$ cat config.mk
export PLATFORM = sky130hd
export DESIGN_NAME = fetch_unit_flat
export DESIGN_NICKNAME = d
export VERILOG_FILES = /design/src/rtl/fetch_unit_if.sv /design/src/rtl/fetch_unit.sv /design/src/flat_wrapper.sv
export SDC_FILE = /design/constraint.sdc
export NUM_CORES = 1
export LEC_CHECK = 0
export BUFFER_PORTS_ARGS = -buffer_cell sky130_fd_sc_hd__buf_4
export CELL_PAD_IN_SITES_DETAIL_PLACEMENT = 1
export CELL_PAD_IN_SITES_GLOBAL_PLACEMENT = 1
export CORE_MARGIN = 2
export CORE_UTILIZATION = 40
export CTS_BUF_LIST = sky130_fd_sc_hd__clkbuf_8
export CTS_CLUSTER_SIZE = 40
export DETAILED_ROUTE_END_ITERATION = 10
export GPL_ROUTABILITY_DRIVEN = 0
export PLACE_DENSITY_LB_ADDON = 0.1
export SLEW_MARGIN = 5
export SYNTH_ARGS = -nofsm -noshare
export SYNTH_HDL_FRONTEND = slang
export SYNTH_SLANG_ARGS = --single-unit
export TNS_END_PERCENT = 100
$ cat constraint.sdc
create_clock -name clk -period 1.9 [get_ports clk]
set_clock_uncertainty 0.05 [all_clocks]
set_input_delay 0.285 -clock clk [delete_from_list [all_inputs] [get_ports clk]]
set_output_delay 0.285 -clock clk [all_outputs]
set_load 0.1 [all_outputs]
$ cat src/rtl/fetch_unit_if.sv
// ---------------------------------------------------------------------------
// fetch_unit_if
// Instruction-memory bus between the fetch unit and the instruction memory.
//
// Signals
//   imemRe    master->slave  read request; held high for the whole read
//   imemAddr  master->slave  16-bit word address, stable while imemRe=1
//   imemRdy   slave->master  response valid; only asserted while imemRe=1
//   imemData  slave->master  16-bit instruction word, valid with imemRdy
//
// Modports
//   master  the fetch unit
//   slave   the instruction memory (or its model)
// ---------------------------------------------------------------------------
interface fetch_unit_if;
  logic        imemRe;
  logic [15:0] imemAddr;
  logic        imemRdy;
  logic [15:0] imemData;

  modport master (
    output imemRe,
    output imemAddr,
    input  imemRdy,
    input  imemData
  );

  modport slave (
    input  imemRe,
    input  imemAddr,
    output imemRdy,
    output imemData
  );
endinterface

$ cat src/rtl/fetch_unit.sv
// ---------------------------------------------------------------------------
// fetch_unit
// Single-outstanding-read instruction fetch stage. Issues word reads to the
// instruction memory, presents each fetched word to decode together with
// its address, honours decode stalls and execute-stage redirects, and
// discards the response of a read that a redirect has made stale.
//
// Ports
//   clk         sole clock, rising edge
//   rst         synchronous active-high reset
//   PCSrc       redirect request from execute (taken branch / jump)
//   targetAddr  redirect destination, valid with PCSrc
//   stall       decode cannot accept an instruction this cycle
//   imem        fetch_unit_if.master: imemRe/imemAddr out, imemRdy/imemData in
//   instrOut    fetched instruction word to decode
//   pcOut       word address of instrOut
//   instrValid  instrOut/pcOut hold a live instruction
//   halted      fetch has stopped on an HLT word
//
// Configuration
//   FETCH_HALT_EN  when defined, a delivered word with opcode 4'hF stops
//                  further reads until a redirect or reset. When undefined,
//                  halted is tied low and 4'hF is an ordinary word.
// ---------------------------------------------------------------------------
module fetch_unit (
  input  logic          clk,
  input  logic          rst,
  input  logic          PCSrc,
  input  logic [15:0]   targetAddr,
  input  logic          stall,
  fetch_unit_if.master  imem,
  output logic [15:0]   instrOut,
  output logic [15:0]   pcOut,
  output logic          instrValid,
  output logic          halted
);

  logic [15:0] pc_q,         pc_d;
  logic        busy_q,       busy_d;
  logic        drop_q,       drop_d;
  logic [15:0] redir_addr_q, redir_addr_d;
  logic [15:0] imem_addr_q,  imem_addr_d;
  logic        hold_valid_q, hold_valid_d;
  logic [15:0] hold_instr_q, hold_instr_d;
  logic [15:0] hold_pc_q,    hold_pc_d;
  logic [15:0] instr_out_q,  instr_out_d;
  logic [15:0] pc_out_q,     pc_out_d;
  logic        instr_valid_q, instr_valid_d;

  logic        transfer;
  logic        deliver;
  logic        start_read;
  logic        fetch_halted;

`ifdef FETCH_HALT_EN
  logic        halted_q, halted_d;
  assign fetch_halted = halted_q;
`else
  assign fetch_halted = 1'b0;
`endif

  assign imem.imemRe   = busy_q;
  assign imem.imemAddr = imem_addr_q;
  assign instrOut      = instr_out_q;
  assign pcOut         = pc_out_q;
  assign instrValid    = instr_valid_q;
  assign halted        = fetch_halted;

  // A response completes the outstanding read in any cycle it is presented.
  assign transfer = busy_q & imem.imemRdy;

  // A new read may begin only when nothing is in flight or buffered, fetch
  // is not halted, no redirect is arriving, and the output slot is free or
  // being consumed this cycle.
  assign start_read = !busy_q && !hold_valid_q && !fetch_halted && !PCSrc &&
                      (!instr_valid_q || !stall);

  // Next-state logic. A redirect overrides everything else; otherwise the
  // response path, the decode-consumption path and the read-issue path
  // are evaluated independently.
  always_comb begin
    pc_d          = pc_q;
    busy_d        = busy_q;
    drop_d        = drop_q;
    redir_addr_d  = redir_addr_q;
    imem_addr_d   = imem_addr_q;
    hold_valid_d  = hold_valid_q;
    hold_instr_d  = hold_instr_q;
    hold_pc_d     = hold_pc_q;
    instr_out_d   = instr_out_q;
    pc_out_d      = pc_out_q;
    instr_valid_d = instr_valid_q;
    deliver       = 1'b0;
`ifdef FETCH_HALT_EN
    halted_d      = halted_q;
`endif

    if (PCSrc) begin
      pc_d          = targetAddr;
      instr_valid_d = 1'b0;
      hold_valid_d  = 1'b0;
`ifdef FETCH_HALT_EN
      halted_d      = 1'b0;
`endif
      if (transfer) begin
        // The arriving word is stale; retiring the read here means no
        // later response needs discarding.
        busy_d = 1'b0;
        drop_d = 1'b0;
      end else if (busy_q) begin
        // The read cannot be cancelled on the bus, so remember to discard
        // its response and where to resume; a later redirect overwrites.
        drop_d       = 1'b1;
        redir_addr_d = targetAddr;
      end
    end else begin
      if (transfer) begin
        busy_d = 1'b0;
        if (drop_q) begin
          pc_d   = redir_addr_q;
          drop_d = 1'b0;
        end else begin
          pc_d    = imem_addr_q + 16'd1;
          deliver = 1'b1;
`ifdef FETCH_HALT_EN
          if (imem.imemData[15:12] == 4'hF) begin
            halted_d = 1'b1;
          end
`endif
        end
      end

      if (deliver && (!stall || !instr_valid_q)) begin
        instr_out_d   = imem.imemData;
        pc_out_d      = imem_addr_q;
        instr_valid_d = 1'b1;
      end else if (deliver) begin
        hold_valid_d = 1'b1;
        hold_instr_d = imem.imemData;
        hold_pc_d    = imem_addr_q;
      end else if (!stall) begin
        if (hold_valid_q) begin
          instr_out_d   = hold_instr_q;
          pc_out_d      = hold_pc_q;
          instr_valid_d = 1'b1;
          hold_valid_d  = 1'b0;
        end else begin
          instr_valid_d = 1'b0;
        end
      end

      if (start_read) begin
        busy_d      = 1'b1;
        imem_addr_d = pc_q;
      end
    end
  end

  // State register with synchronous reset; reset also abandons any read.
  always_ff @(posedge clk) begin
    if (rst) begin
      pc_q          <= 16'h0000;
      busy_q        <= 1'b0;
      drop_q        <= 1'b0;
      redir_addr_q  <= 16'h0000;
      imem_addr_q   <= 16'h0000;
      hold_valid_q  <= 1'b0;
      hold_instr_q  <= 16'h0000;
      hold_pc_q     <= 16'h0000;
      instr_out_q   <= 16'h0000;
      pc_out_q      <= 16'h0000;
      instr_valid_q <= 1'b0;
`ifdef FETCH_HALT_EN
      halted_q      <= 1'b0;
`endif
    end else begin
      pc_q          <= pc_d;
      busy_q        <= busy_d;
      drop_q        <= drop_d;
      redir_addr_q  <= redir_addr_d;
      imem_addr_q   <= imem_addr_d;
      hold_valid_q  <= hold_valid_d;
      hold_instr_q  <= hold_instr_d;
      hold_pc_q     <= hold_pc_d;
      instr_out_q   <= instr_out_d;
      pc_out_q      <= pc_out_d;
      instr_valid_q <= instr_valid_d;
`ifdef FETCH_HALT_EN
      halted_q      <= halted_d;
`endif
    end
  end

endmodule

$ cat src/flat_wrapper.sv
// flat-port wrapper written by rule: the top's interface ports become plain ports
module fetch_unit_flat 
  (clk, rst, PCSrc, targetAddr, stall, instrOut, pcOut, instrValid, halted, imem_imemRe, imem_imemAddr, imem_imemRdy, imem_imemData);
  fetch_unit_if imem_i ();
  input  logic clk;
  input  logic rst;
  input  logic PCSrc;
  input  logic [15:0] targetAddr;
  input  logic stall;
  output logic [15:0] instrOut;
  output logic [15:0] pcOut;
  output logic instrValid;
  output logic halted;
  output wire logic [$bits(imem_i.imemRe)-1:0] imem_imemRe;
  output wire logic [$bits(imem_i.imemAddr)-1:0] imem_imemAddr;
  input wire logic [$bits(imem_i.imemRdy)-1:0] imem_imemRdy;
  input wire logic [$bits(imem_i.imemData)-1:0] imem_imemData;
  assign imem_imemRe = imem_i.imemRe;
  assign imem_imemAddr = imem_i.imemAddr;
  assign imem_i.imemRdy = imem_imemRdy;
  assign imem_i.imemData = imem_imemData;
  fetch_unit u_core (.clk(clk), .rst(rst), .PCSrc(PCSrc), .targetAddr(targetAddr), .stall(stall), .imem(imem_i), .instrOut(instrOut), .pcOut(pcOut), .instrValid(instrValid), .halted(halted));
endmodule
==> metrics.txt, run 1 <==
clk root buf clkbuf_8; drt wl/cell 17.6 µm; via count 4910; Worst path max stage delay 0.41 ns; CP max stage cell dfxtp_4; CTS Buf Count 17; worst-path maximum fanout 9; CTS Sinks 116; Netlist cell types 46; CP Capture Type flop; synth warn 0; Total Die Area 13800 µm²; Top FF cell, synth dfxtp_1; Starting DRT DRC Count 301; Initial Util 40.9%; Core Footprint 12600 µm²; Synth top area share 45.0%; GRT overflow 0; Hold Path Cell Cnt 3; reg-to-reg endpoint u_core.pc_q[10]; fin. max-slew vios 0; CP endpoint u_core.pc_q[10]; Fmax 572 MHz; CTS tree yes; Synth area leader dfxtp_1; initial antenna violation count 0; H-tree depth 4; Pwr Density 892 nW/µm²; ys async rst share 0%; Seq/Total Area, Yosys 45.0%; Layout area overhead 25.9%; final WL 15500 µm; Die Ht 118 µm; pre-CTS WS 0.157 ns; largest family of logic cells by synthesized area compound AO/OA/AOI/OAI gates; outcome completed; FF+latch count, synth 116; DRC 0; Simple-Gate Fraction of Synth Area 17.0%; Tmin final 1.75 ns; share of cells above drive strength 1 23.5%; Slew @ Worst Pin 0.617 ns; Mapped Area 5160 µm²; Pre-antenna DRT Iters 4; HPWL after DPL 10900 µm; first-pass GRT wire length 25100 µm; port bufs 86; vias in the first global route 4875; RSZ-0062 raised after global routing no; Post-Synth Adder-Cell Area 0.243%; WP depth 5; Tcrit/Tclk final 92.0%; Critical Path Source Type flop; delay-heaviest family, CP compound AO/OA/AOI/OAI gates; top-count cell post-synth nand2_1; Core Rows 41; number of setup buffers added after CTS 0; crit-path cells ha_1 > nand2_1 > o31a_1 > o21ai_0 > a311oi_1; P_leak 0.00249 µW; Max Root-Sink Buffers 2; Peak supply drop 0.407 mV; R2R Path Start u_core.imem.imemAddr[0]; mux cell area share after synthesis 6.60%; largest net degree at the start of global routing 63; nets@finish 736; R2R depth 5; maxcap violations 0; Worst Slack Setup Final 0.151 ns; Worst EP arrival 2.00 ns; boundary pin count 88; final setup TNS 0 ns; EDFF count, synth 0; Synthesized Nets 665; Synth Area per Inst 8.23 µm²; top cells by area, synth dfxtp_1 45%, a21oi_1 11%, nand2_1 10%; DR vias/cell 5.56; Setup violations, final 0; diode count 0; crit path kind reg2reg; hold crit path type in2reg; # hold bufs at CTS 0; worst-skew pair later-pin latency 0.44 ns; worst hold margin 0.0469 ns; R2R setup slack 0.15 ns; Final Core Density 51.5%; Slew Limit Headroom 57.8%; CP startpoint u_core.imem.imemAddr[0]; ANT nets after route 0; Synth Area in XOR/XNOR 0.849%; clk slew on worst S/H paths 0.07 ns; WP buf/inv 0; Die Wd 118 µm; Fin. Hold Viols 0; post-synthesis compound-gate area fraction 24.2%; Resized Gates After CTS 0; top cells by count, synth 144 x nand2_1, 116 x dfxtp_1, 109 x a21oi_1; Mapped Cells 627; CP Data Required Time 2.16 ns; GRT Total Usage 22.7%
-- cells by family after synthesis --
| kind of cell | after synthesis |
|---|---|
| other | 1 |
| and+or+nand+nor | 199 |
| xor gates and xnor gates | 5 |
| muxes | 34 |
| adders and majority gates | 1 |
| DFF | 116 |
| AOI/OAI and AO/OA | 197 |
| buffers and inverters | 74 |
-- metal layers --
metal / GRT usage, % / routed length (µm) / vias up
met1: 31.2 / 7240 / 2388
met5: 0 / 0 / -
met4: 8.43 / 213 / 0
met2: 34.8 / 7220 / 115
met3: 5.28 / 829 / 13
li1: - / - / 2394
-- worst min-delay path, cell delays in order --
cell     delay, ns
buf_4         0.11
nand2_1       0.05
a21oi_1       0.05
-- cell usage in the layout (no fill, tap or decap), types with 5 or more instances in the layout --
master    netlist  layout
nand2_1       144     144
a21oi_1       109     109
buf_4           4     108
dfxtp_1       116     100
a311oi_1       37      37
mux2i_1        34      34
clkbuf_8        0      18
inv_1          12      13
o21ai_0        12      12
a221oi_1       12      12
dfxtp_4         0      11
nand3_1         9       9
nor3_1          9       8
clkinv_2        0       8
a211oi_1        6       6
or3_1           5       5
nor2_1          5       5
and3_1          5       5
buf_12          0       5
dfxtp_2         0       5
-- per-stage QoR --
| stage | cell area (µm²) | power (µW) | instances |
|---|---|---|---|
| floorplan | 5220 | 3180 | 627 |
| global placement | 6080 | 3420 | 851 |
| detailed placement | 6080 | 3440 | 851 |
| CTS | 6490 | 5860 | 883 |
| global route | 6490 | 6030 | 883 |
| finish | 6490 | 5800 | 883 |
-- power breakdown --
group,internal [µW],switching [µW],leakage (µW)
sequential,2490,72.9,0.000952
clock,1430,978,0.000228
combinational,242,577,0.00131
-- registers in the layout (all words and copies together), names as in the netlist --
signal / count
u_core.hold_valid_q: 1
u_core.drop_q: 1
u_core.pcOut: 16
u_core.instrValid: 1
u_core.imem.imemRe: 1
u_core.hold_pc_q: 16
u_core.redir_addr_q: 16
u_core.hold_instr_q: 16
u_core.instrOut: 16
u_core.imem.imemAddr: 16
u_core.pc_q: 16
-- layout make-up --
type / count / area (µm²)
Sequential cell: 116 / 2370
Clock inverter: 14 / 168
Timing Repair Buffer: 113 / 911
Multi-Input combinational cell: 437 / 2530
Clock buffer: 18 / 248
Inverter: 13 / 48.8
Fill cell: 1562 / 6120
Tap cell: 172 / 215
-- worst min-delay path by stage --
stage,startpoint,end,slack (ns)
3_3_place_gp,u_core.pc_q[0],u_core.imem.imemAddr[0],0.39
4_1_cts,targetAddr[15],u_core.redir_addr_q[15],0.02
3_5_place_dp,u_core.pc_q[0],u_core.imem.imemAddr[0],0.39
2_1_floorplan,u_core.pc_q[2],u_core.imem.imemAddr[2],0.37
5_1_grt,imem_imemData[12],u_core.hold_instr_q[12],0.03
6_report,targetAddr[15],u_core.redir_addr_q[15],0.05
Note: power is estimated with default switching activity, not from simulation.
==> run 2: changes to the inputs <==
Settings changed: BUFFER_PORTS_ARGS -buffer_cell sky130_fd_sc_hd__buf_4 to default, DONT_BUFFER_PORTS from default to 1.
==> metrics.txt, run 2 (synthesis gave the netlist of run 1 again) <==
Final Core Density 48.7% (-2.8 points); CTS Sinks 116 (unchanged); CTS tree yes; Pwr Density 870 nW/µm² (-2.4%); drt wl/cell 18.8 µm (+7.0%); HPWL after DPL 10700 µm (-2.1%); Die Ht 118 µm (unchanged); crit path kind reg2reg; maxcap violations 0 (unchanged); Critical Path Source Type flop; register share of total power 47.6% (+3.3 points); Pre-antenna DRT Iters 4 (unchanged); Psw 1520 µW (-6.4%); Initial Util 40.9% (unchanged); Slew @ Worst Pin 0.780 ns (+0.163 ns); final setup TNS 0 ns (unchanged); Slew Limit Headroom 48.0% (-9.8 points); Worst EP arrival 2.07 ns (+0.07 ns); clock share of power 39.0% (-2.6 points); fin. max-slew vios 0 (unchanged); Starting DRT DRC Count 264 (-12%); diode count 0 (unchanged); crit-path cells and3b_1 > buf_4 > o21ai_0 > a211oi_1 > dlygate4sd3_1; ANT nets after route 0 (unchanged); Tmin final 1.79 ns (+0.0367 ns); share of cells above drive strength 1 17.6% (-5.8 points); Fill cells 1531 (-2.0%); worst-skew pair later-pin latency 0.44 ns (about the same); clk root buf clkbuf_8; clk slew on worst S/H paths 0.06 ns (about the same); Setup violations, final 0 (unchanged); WP buf/inv 2 (+2); initial antenna violation count 0 (unchanged); most frequent cells in the layout 144 x nand2_1, 109 x a21oi_1, 100 x dfxtp_1; pre-CTS WS 0.0957 ns (-0.0612 ns); Worst path max stage delay 0.58 ns (+0.17 ns); CP Data Required Time 2.18 ns (+0.02 ns); RSZ-0062 raised after global routing no; GRT overflow 0 (unchanged); port bufs 0 (-100%); outcome finished, violations left; Pint 3830 µW (-8.2%); Fin. Hold Viols 108 (+108); Layout area overhead 19.1%; CP max stage cell dlygate4sd3_1; # hold bufs at CTS 4 (+4); Total Die Area 13800 µm² (unchanged); H-tree depth 4 (unchanged); part of the power in combinational logic 13.4% (-0.7 points); Fmax 560 MHz (-2.1%); Max Root-Sink Buffers 2 (unchanged); Worst Slack Setup Final 0.115 ns (-0.0367 ns); vias in the first global route 4888 (+0.27%); most common cell after layout, fill and taps aside nand2_1; P_leak 0.00227 µW (-8.5%); Core Rows 41 (unchanged); nets@finish 695 (-5.6%); Die Wd 118 µm (unchanged); via count 4759 (-3.1%); first-pass GRT wire length 25900 µm (+3.0%); CP Capture Type flop; delay-heaviest family, CP buffers and inverters; largest net degree at the start of global routing 118 (+87%); Peak supply drop 0.397 mV (-2.4%); Tcrit/Tclk final 94.0% (+1.9 points); final WL 15800 µm (+1.9%); boundary pin count 88 (unchanged); switching share of power 28.5% (+0.38 points); R2R setup slack 0.11 ns (-0.04 ns); Core Footprint 12600 µm² (unchanged); violated checks negative hold slack; worst-path maximum fanout 6 (-3); worst hold margin -0.135 ns (-0.182 ns); Total Power 5350 µW (-7.7%); DR vias/cell 5.66 (+1.8%); hold crit path type in2reg; DRC 0 (unchanged); GRT Total Usage 23.4% (+0.75 points); CTS Buf Count 17 (unchanged)
run 2: cell count changes in the layout (fill, tap and decap cells not counted):
cell,before,now
and2_1,4,3
nor4_2,0,1
bufinv_16,4,2
clkinv_2,8,4
dlygate4sd3_1,0,4
inv_1,13,18
and2_2,0,1
a2111oi_1,0,1
buf_4,108,63
nor4_1,4,3
a2111oi_0,2,1
run 2: per-stage QoR:
stage	instance area (µm²)	cells
after floorplan	5220	627
after global placement	5740	806
after detailed placement	5740	806
after CTS	6140	841
after global routing	6140	841
final	6140	841
run 2: what timing repair did:
item	4_1_cts	5_1_grt
endpoints found under the hold margin	116	112
endpoints found under the setup margin	0	3
setup buffers	0	0
gates resized for setup	0	3
run 2: worst paths after layout:
kind                  startpoint                      end  depth (start not counted)
hold reg to reg   u_core.pc_q[7]  u_core.imem.imemAddr[7]                          2
setup reg to reg   u_core.drop_q      u_core.hold_valid_q                          5
setup / recovery   u_core.drop_q      u_core.hold_valid_q                          5
hold / removal               rst       u_core.instrOut[7]                          1
run 2: final cells by class:
class | instances | area (µm²) | share of cell area (%)
clock buffer | 18 | 248 | 4.03
inverter | 13 | 48.8 | 0.794
clock inverter | 13 | 106 | 1.73
multi-input combinational | 437 | 2540 | 41.4
timing repair buffer | 72 | 613 | 9.98
sequential | 116 | 2370 | 38.6
tap | 172 | 215 | 3.50
run 2: routing by layer:
metal | wire length, µm | GRT usage [%]
met3 | 785 | 6.10
met2 | 7130 | 36.1
met5 | 0 | 0
met1 | 7560 | 31.1
met4 | 323 | 9.86
run 2: power groups by stage:
stage | clock network, µW | registers [µW] | logic [µW]
CTS | 2150 | 2550 | 716
finish | 2090 | 2550 | 715
floorplan | 0 | 2860 | 316
global placement | 0 | 2600 | 694
detailed placement | 0 | 2600 | 705
global route | 2260 | 2550 | 756
